`src/rtl/vector_reduce_accumulator.sv`:
```
// vector_reduce_accumulator
//   Reduces each accepted beat of LANES unsigned elements to one lane sum,
//   then accumulates lane sums across a packet with saturation. The
//   packet result is presented on a valid/ready output port. One cycle
//   of pipelining sits between the input handshake and the accumulator.
//
// Ports
//   clk, rst           clock; synchronous active-high reset
//   in_valid/in_ready  input beat handshake (ready only in the accumulate state)
//   in_data            LANES packed unsigned elements of DATA_WIDTH bits
//   in_last            final beat of a packet, qualified by the handshake
//   out_valid/ready    result handshake
//   out_sum            saturated packet sum
//   out_beats          beats in the packet (saturating at 16'hFFFF)
//   out_overflow       the accumulator saturated somewhere in the packet
module vector_reduce_accumulator #(
  parameter int unsigned DATA_WIDTH = 8,
  parameter int unsigned LANES      = 8,
  parameter int unsigned ACC_WIDTH  = 32
) (
  input  logic                                 clk,
  input  logic                                 rst,
  input  logic                                 in_valid,
  output logic                                 in_ready,
  input  logic [LANES-1:0][DATA_WIDTH-1:0]     in_data,
  input  logic                                 in_last,
  output logic                                 out_valid,
  input  logic                                 out_ready,
  output logic [ACC_WIDTH-1:0]                 out_sum,
  output logic [15:0]                          out_beats,
  output logic                                 out_overflow
);

  localparam int unsigned SumWidth = DATA_WIDTH + $clog2(LANES);
  localparam int unsigned ExtWidth = ACC_WIDTH + 1;

  typedef enum logic [1:0] {StAccum, StFlush, StHold} state_e;

  state_e                 state_q, state_d;
  logic [SumWidth-1:0]    pipe_sum_q;
  logic                   pipe_valid_q;
  logic                   pipe_last_q;
  logic [ACC_WIDTH-1:0]   acc_q;
  logic                   ovf_q;
  logic [15:0]            count_q;
  logic [ACC_WIDTH-1:0]   out_sum_q;
  logic [15:0]            out_beats_q;
  logic                   out_overflow_q;

  logic                   accept;
  logic [SumWidth-1:0]    lane_sum;
  logic [ExtWidth-1:0]    acc_ext;
  logic                   sat_hit;
  logic [ACC_WIDTH-1:0]   acc_sat;
  logic [15:0]            count_inc;

  // Ready is suppressed combinationally while reset is asserted.
  assign in_ready  = (state_q == StAccum) && !rst;
  assign accept    = in_valid && in_ready;
  assign out_valid = (state_q == StHold);

  always_comb begin
    lane_sum = '0;
    for (int i = 0; i < int'(LANES); i++) begin
      lane_sum = lane_sum + SumWidth'(in_data[i]);
    end
  end

  // One extra bit catches the carry out; a carry means clamp to all-ones.
  assign acc_ext   = {1'b0, acc_q} + ExtWidth'(pipe_sum_q);
  assign sat_hit   = acc_ext[ACC_WIDTH];
  assign acc_sat   = sat_hit ? '1 : acc_ext[ACC_WIDTH-1:0];
  assign count_inc = (count_q == 16'hFFFF) ? count_q : count_q + 16'd1;

  always_comb begin
    state_d = state_q;
    unique case (state_q)
      StAccum: if (accept && in_last) state_d = StFlush;
      StFlush: state_d = StHold;
      StHold:  if (out_ready) state_d = StAccum;
      default: state_d = StAccum;
    endcase
  end

  always_ff @(posedge clk) begin
    if (rst) begin
      state_q        <= StAccum;
      pipe_sum_q     <= '0;
      pipe_valid_q   <= 1'b0;
      pipe_last_q    <= 1'b0;
      acc_q          <= '0;
      ovf_q          <= 1'b0;
      count_q        <= '0;
      out_sum_q      <= '0;
      out_beats_q    <= '0;
      out_overflow_q <= 1'b0;
    end else begin
      state_q <= state_d;

      // Stage 1: lane reduction and beat counting.
      pipe_valid_q <= accept;
      if (accept) begin
        pipe_sum_q  <= lane_sum;
        pipe_last_q <= in_last;
        if (in_last) begin
          out_beats_q <= count_inc;
          count_q     <= '0;
        end else begin
          count_q <= count_inc;
        end
      end

      // Stage 2: saturating accumulation; the last beat publishes and clears.
      if (pipe_valid_q) begin
        if (pipe_last_q) begin
          out_sum_q      <= acc_sat;
          out_overflow_q <= ovf_q | sat_hit;
          acc_q          <= '0;
          ovf_q          <= 1'b0;
        end else begin
          acc_q <= acc_sat;
          ovf_q <= ovf_q | sat_hit;
        end
      end
    end
  end

  assign out_sum      = out_sum_q;
  assign out_beats    = out_beats_q;
  assign out_overflow = out_overflow_q;

endmodule

```
`config.mk`:
```
export PLATFORM = sky130hd
export DESIGN_NAME = vector_reduce_accumulator
export DESIGN_NICKNAME = d
export VERILOG_FILES = /design/src/rtl/vector_reduce_accumulator.sv
export SDC_FILE = /design/constraint.sdc
export NUM_CORES = 1
export LEC_CHECK = 0
export CORE_MARGIN = 8
export CORE_UTILIZATION = 49
export CTS_BUF_LIST = sky130_fd_sc_hd__clkbuf_2 sky130_fd_sc_hd__clkbuf_4 sky130_fd_sc_hd__clkbuf_8
export DETAILED_ROUTE_END_ITERATION = 6
export PLACE_DENSITY = 0.73
export SETUP_SLACK_MARGIN = 0.05
export SLEW_MARGIN = 0
export SYNTH_ARGS = -nofsm -noshare
export SYNTH_HDL_FRONTEND = slang
export SYNTH_SLANG_ARGS = --single-unit
```
`constraint.sdc`:
```
create_clock -name clk -period 6.3 [get_ports clk]
set_input_delay 0.945 -clock clk [delete_from_list [all_inputs] [get_ports clk]]
set_output_delay 0.945 -clock clk [all_outputs]
set_load 0.03 [all_outputs]
```
* After elaboration in Yosys (flattened, before gate mapping)
Index checks and enable logic that the tools add are counted.
** Word-level totals
- Register bits after elaboration :: 113
- Input bits :: 69
- Output and inout port bits :: 51
- Word-level logic and storage cells :: 41
** Cells by class
- Add/sub/neg operators :: 9
- Equal/unequal tests :: 5
- Multiplexer cells :: 8
- Bitwise logic cells :: 1
- Reductions and logical operators :: 8
** Operators with widths (count)
- $mux W32 :: 2
- $add A11 B8 Y11 :: 4
- $add A32 B11 Y33 :: 1
- $mux W16 :: 2
- $add A16 B1 Y16 const B :: 1
- $eq A16 B16 Y1 const B :: 1
- $add A10 B8 Y11 :: 1
- $add A9 B8 Y10 :: 1
- $add A8 B8 Y9 :: 1
- $pmux W2 S3 :: 1
- $reduce_and A2 Y1 :: 3
- $mux W2 :: 2
- $ne A2 B1 Y1 const B :: 2
- $logic_and A1 B1 Y1 :: 3
- $eq A2 B1 Y1 const B :: 1
- $eq A2 B2 Y1 const B :: 1
- $logic_not A2 Y1 :: 1
- $logic_not A1 Y1 :: 1
- $mux W1 :: 1
- $or A1 B1 Y1 :: 1

* Logic depth before layout (Yosys ltp)
Gate-level depths: netlist (run 1).
- Depth after elaboration :: 7
- Gate-level depth with buffers :: 18
- Depth with buffers taken out :: 18

* Worst setup path after synthesis (run 1)
No wires, ideal clock.
- Kind :: input-to-reg
- Start :: input port in_data[3] (netlist bit)
- End :: register pipe_sum_q[9]
- Setup time :: 71 ps
- Arrival time :: 4639 ps
- Data required time :: 6229 ps
- Path slack :: 1591 ps
- Cell stages on the path :: 16
- Buffers on the path :: 0
- Path through :: inv_1 > fa_1 > inv_1 > fa_1 > fa_1 > inv_1 > fa_1 > inv_1 > ha_1 > a21o_1 > a21oi_1 > o22ai_1 > o41ai_1 > xnor2_1 > nand2_1 > a21oi_1
** On the way
- Word-level cells in the longest chain between the ends :: 7
** RTL lines
- from (decl) :: RTL line 25 : input logic [LANES-1:0][DATA_WIDTH-1:0] in_data,
- $add A8 B8 Y9 :: RTL line 65 : lane_sum = lane_sum + SumWidth'(in_data[i]);
- $add A9 B8 Y10 :: RTL line 65
- $add A10 B8 Y11 :: RTL line 65
- $add A11 B8 Y11 (4 in series) :: RTL line 65
- to (signal assigned) :: RTL line 103 : pipe_sum_q <= lane_sum;
- to (decl) :: RTL line 40 : logic [SumWidth-1:0] pipe_sum_q;
No other way between the ends.
A chain may end at the register's enable or synchronous reset.

* Worst setup path in the final report (run 1)
- Start :: input port in_data[2] (netlist bit)
- End :: register pipe_sum_q[10]
Same word-level chain as after synthesis.

==> results.ini, run 1 <==
[status]
status = finished clean

[placed_design]
gp_congestion = 0.8484
place_hpwl_um = 13000
postPlaceCellArea_um2 = 8700
numPortBuffers = 119

[sta]
max_freq_mhz = 200.1
fin_crit_sh = 0.7931
final.setup.tns_ns = 0
tightest_slew_ns = 1.132
grt_setup_unrepaired = false
finalMaxSlewViolations = 0
holdWs_ns = 0.4400
layout_min_cycle_time_ns = 4.997
hold_violations = 0
setup_viol = 0
maxSlewHeadroom = 0.2454
finalClockSkew_ns = 0.009236

[finish]
syn_to_final_growth_pct = 21.94
n_antenna_cell = 0
layout-drive-gt1-share = 0.07585
final_cell_mix = inv_1 (121), clkdlybuf4s50_1 (118), dfxtp_1 (113)
final_common_cell = inv_1
multi_input_area_um2 = 4509
ff_latch_area_um2 = 2262
postLayoutCoreUtil = 0.6050
final_area_um2 = 9095
final_nets = 1132
fill_cells = 1344

[worst_setup_path]
cp_max_fo = 2
cp.arrival_ns = 5.35
crit_path_start_kind = input pin
end_kind = flop
crit_required_ns = 6.66
criticalPathCategory = in2reg
r2r_slack_ns = 3.11

[clock_network]
ctsResizeCount = 0
cts_hold_buf = 0
clk_latency_ns = 0.43
cts_made_buffers = 17
cts_htree_levels = 4
tritoncts = built
clockBufferDepth = 2
cts_setup_buffers = 0
cts.sinks = 113
clk_pin_slew_ns = 0.07
cts_root_buffer = clkbuf_8

[synth]
muxShareOfSynthArea = 0.02231
postSynthNetCount = 1035
yosys.area_share.simple = 0.2018
synthAdderAreaFrac = 0.1674
synth_edf_count = 0
synth_async_sr_flop_share = 0
syn_area_um2 = 7458
synth-compound-area-share = 0.1731
netlist_instances = 895
synth.distinct_cells = 78
synthFlopType = dfxtp_1
synthXorXnorAreaFrac = 0.03993
synth_top_family_by_area = simple AND/OR/NAND/NOR gates
ys_seq_area_frac = 0.3033
ys_seq_elements = 113
synth_warnings = 0
synth_area_per_cell_um2 = 8.333

[worst_hold_path]
hp-class = reg2reg

[die]
rows = 45
die_area_um2 = 19430
die_h_um = 139.4
die_w_um = 139.4
fp.coreArea_um2 = 15030
ios = 120
initial_core_util = 0.4961

[grt]
grt_max_degree = 56
grt_pass1_wl_um = 29590
grt_use_total = 0.1837
gr-total-overflow = 0
grt_pass1_vias = 6197
grt_antenna_before_repair = 0

[pwr]
p_leak_nw = 3.722
ir_drop_v = 0.0002016
power_density_nw_per_um2 = 258.0
power.total_mw = 2.347

[detailed_routing]
wirelength_um = 17340
dr.first_iter.drc_count = 373
vias_per_cell = 5.401
routed-via-count = 6427
firstDrtPassIters = 4
detail-route-antenna-nets = 0
drc = 0
wl_per_cell_um = 14.57

[run]
maxCapViolCount = 0

[through the flow]
step,instances,worst slack (ns)
after CTS,1190,1.323
final,1190,1.303
after floorplan,895,1.591
after global routing,1190,1.048
after global placement,1161,0.9415
after detailed placement,1161,0.8711
[registers in the layout, summed over array words and instances (netlist names), 2 cells and up]
signal / cells
acc_q: 32
count_q: 16
out_beats: 16
out_sum: 32
pipe_sum_q: 11
state_q: 2
[power breakdown]
part           internal [mW]  switching [mW]  total (mW)
sequential             0.748          0.0239       0.771
clock                  0.405           0.284       0.689
combinational          0.402           0.485       0.886
[metal layers]
layer,routed length [um],vias to the layer above,GRT usage
li1,-,3213,-
met1,7779,3027,0.2312
met2,8259,162,0.3012
met3,949,25,0.04207
met4,351,0,0.06875
met5,0,-,0
[cell families (layout without fill, tap and decap cells)]
kind of cell / Yosys count / after routing
AO/OA/AOI/OAI: 182 / 182
XOR/XNOR: 34 / 34
adder cells (fa/ha/maj): 71 / 71
buffers and inverters: 170 / 277
flip-flops: 113 / 113
multiplexers: 16 / 16
AND/OR/NAND/NOR: 309 / 309
[critical path: stages]
cell and delay (ns):
clkdlybuf4s50_1 0.45, inv_1 0.05, fa_1 0.53, inv_1 0.05, fa_1 0.50, fa_1 0.55, inv_1 0.05, fa_1 0.46
inv_1 0.06, ha_1 0.16, inv_1 0.06, fa_1 0.37, nor2b_1 0.15, o21ai_0 0.12, a21oi_1 0.20, o21ai_0 0.13
a211oi_1 0.24, o21ai_0 0.10, a21oi_1 0.15
[path summary, 6_finish.rpt]
check / end / startpoint / depth (start not counted)
max reg2reg: out_sum[30]$_SDFFE_PP0P_ / pipe_sum_q[0]$_SDFFE_PP0P_ / 10
min: out_sum[20]$_SDFFE_PP0P_ / out_sum[20]$_SDFFE_PP0P_ / 2
max: pipe_sum_q[10]$_SDFFE_PP0P_ / in_data[2] / 19
min reg2reg: out_sum[20]$_SDFFE_PP0P_ / out_sum[20]$_SDFFE_PP0P_ / 2
[cell type report]
type                       instances  area share
clock buffer                      24     0.03494
clock inverter                     5    0.008529
inverter                         123     0.05076
multi-input combinational        612      0.4958
sequential                       113      0.2487
tap                              188     0.02586
timing repair buffer             125      0.1354
[synthesized netlist by cell type, types with 4 or more instances]
cell type,count,share of area
clkbuf_1,26,0.013
a311oi_2,7,0.014
nor2b_1,4,0.0034
mux2_2,4,0.0060
a41oi_1,4,0.0047
dfxtp_1,113,0.30
and2_1,7,0.0059
inv_1,121,0.061
mux2i_1,11,0.015
fa_1,48,0.13
buf_2,15,0.010
nand4_1,9,0.0075
a21o_1,10,0.010
o21ai_0,22,0.015
xor2_1,16,0.019
a211oi_1,20,0.020
a311oi_1,4,0.0047
nand3b_1,4,0.0040
o22ai_1,6,0.0050
a22oi_1,12,0.012
o211ai_1,4,0.0040
nor4_1,6,0.0050
a21oi_1,49,0.033
a22o_1,8,0.0094
ha_1,23,0.039
a31oi_1,4,0.0034
nor2_1,103,0.052
a2bb2oi_1,5,0.0059
and3_1,6,0.0050
nand2b_1,7,0.0059
xnor2_1,18,0.021
nor3_1,29,0.019
nand3_1,31,0.021
nand2_1,76,0.038
(Power assumes the default switching activity.)
==> inputs of run 2 (changes only) <==
clock period = 4.63 ns   (was 6.3 ns; I/O delays follow)
==> results.ini, run 2 (synthesis results as in run 1) <==
[placed_design]
numPortBuffers = 119
postPlaceCellArea_um2 = 8745
gp_congestion = 0.8424
dp.cells = 1167
place_hpwl_um = 13000

[die]
rows = 45
die_h_um = 139.4
ios = 120
die_w_um = 139.4
initial_core_util = 0.4961
fp.coreArea_um2 = 15030
die_area_um2 = 19430

[sta]
grt_setup_unrepaired = false
max_freq_mhz = 223.4
finalClockSkew_ns = 0.01160
hold_violations = 0
setup_viol = 0
layout_min_cycle_time_ns = 4.477
tightest_slew_ns = 1.190
fin_crit_sh = 0.9669
finalMaxSlewViolations = 0
maxSlewHeadroom = 0.2068

[pwr]
power_density_nw_per_um2 = 385.4
ir_drop_v = 0.0003051
p_leak_nw = 3.865

[worst_hold_path]
hp-class = reg2reg
min_from = out_sum[20]$_SDFFE_PP0P_

[finish]
fill_cells = 1329
final_area_um2 = 9293
syn_to_final_growth_pct = 24.59
stdcell_count = 1202
final_cell_mix = inv_1 (114), dfxtp_1 (113), clkdlybuf4s50_1 (111)
layout-drive-gt1-share = 0.1045
n_antenna_cell = 0
final_nets = 1144
final_common_cell = inv_1

[worst_setup_path]
crit_chain = clkdlybuf4s50_1 > inv_1 > fa_1 > inv_2 > fa_1 > fa_1 > inv_1 > fa_1 > inv_1 > ha_1 > a21o_1 > a21oi_2 > o22ai_1 > o41ai_2 > xnor2_1 > nand2_1 > a21oi_2
crit_top_cell = fa_1
cp_slowest_stage_delay_ns = 0.56
cp.arrival_ns = 4.84
end_kind = flop
r2r_slack_ns = 1.52
crit_path_start_kind = input pin
cp_max_fo = 2
r2r_cells = 10
reg2reg_to = out_sum[30]$_SDFFE_PP0P_
worstSetupEndpoint = pipe_sum_q[9]$_SDFFE_PP0P_
criticalPathCategory = in2reg
crit_slowest_cell = fa_1
r2r_start = pipe_sum_q[0]$_SDFFE_PP0P_
cp-startpoint = in_data[35]
crit_required_ns = 5.00

[clock_network]
clk_pin_slew_ns = 0.07
clk_latency_ns = 0.44
cts_made_buffers = 17
cts_root_buffer = clkbuf_8
cts_hold_buf = 0
cts_htree_levels = 4
clockBufferDepth = 2
cts.sinks = 113
tritoncts = built

[detailed_routing]
routed-via-count = 6547
drc = 0
wirelength_um = 17820
detail-route-antenna-nets = 0
dr.first_iter.drc_count = 458
wl_per_cell_um = 14.83
firstDrtPassIters = 4
vias_per_cell = 5.447

[grt]
grt_max_degree = 44
grt_antenna_before_repair = 0
grt_pass1_wl_um = 29850
grt_use_total = 0.1858
grt_pass1_vias = 6281
gr-total-overflow = 0

[status]
status = finished clean

[run]
maxCapViolCount = 0

run 2: changes by cell type in the layout (fill, tap and decap cells not counted), sizes merged:
cell,change
dlymetal6s2s,+7
buf,+12
clkinvlp,-1
bufinv,+1
clkdlybuf4s50,-7
run 2: report_power, final:
part           internal, mW  total, mW  switching, mW
Sequential             1.02       1.05         0.0342
Combinational         0.764       1.53          0.771
Clock                 0.614      0.995          0.380
Total                  2.40       3.58           1.19
run 2: final cells by class:
type / count / area, um^2 / area share
clock inverters: 5 / 100.1 / 0.01077
flip-flops and latches: 113 / 2262 / 0.2434
repair buffers: 137 / 1346 / 0.1449
inverters: 123 / 461.7 / 0.04968
clock buffers: 24 / 324.1 / 0.03487
multi-input cells: 612 / 4563 / 0.4910
well taps: 188 / 235.2 / 0.02531
run 2: per-layer routing:
metal  up-vias  part of all wire  track usage
met5         -                 0            0
met4         0             0.014      0.06181
met3        21             0.057      0.04891
met2       169              0.49       0.3100
met1      3110              0.44       0.2285
li1       3247                 -            -
run 2: how the worst min path moves through the flow:
| stage | to | slack, ns | cells after the start |
|---|---|---|---|
| floorplan | pipe_sum_q[5]$_SDFFE_PP0P_ | 0.44 | 2 |
| global placement | out_sum[20]$_SDFFE_PP0P_ | 0.43 | 2 |
| detailed placement | out_sum[20]$_SDFFE_PP0P_ | 0.44 | 2 |
| CTS | out_sum[20]$_SDFFE_PP0P_ | 0.45 | 2 |
| global route | out_beats[0]$_SDFFE_PP0P_ | 0.47 | 2 |
| finish | out_sum[20]$_SDFFE_PP0P_ | 0.44 | 2 |
run 2: timing repair:
item                                    CTS  global route
endpoints found under the setup margin    3             6
resized for setup                         3            27
pin swaps                                 3            15
hold endpoints to repair                  0             0
setup buffers                             5             1
run 2: worst max-delay path: cells and delay by family:
kind	cells	cell delay, ns
adders and majority gates	5	2.32
xor gates and xnor gates	1	0.15
buffers and inverters	5	0.67
and+or+nand+nor	1	0.08
AOI/OAI and AO/OA	5	0.92
run 2: per-stage QoR:
stage	setup TNS [ns]	power (mW)	worst slack [ns]	utilization	hold slack, ns
final	0	3.581	0.1533	0.6181	0.4421
after global routing	0	3.864	0.005443	0.6181	0.4676
after CTS	0	3.462	0.007271	0.6129	0.4463
after detailed placement	-2.066	2.369	-0.5634	0.5817	0.4382
after global placement	-1.678	2.348	-0.4795	0.5817	0.4266
after floorplan	0	2.003	0.1711	-	0.4362
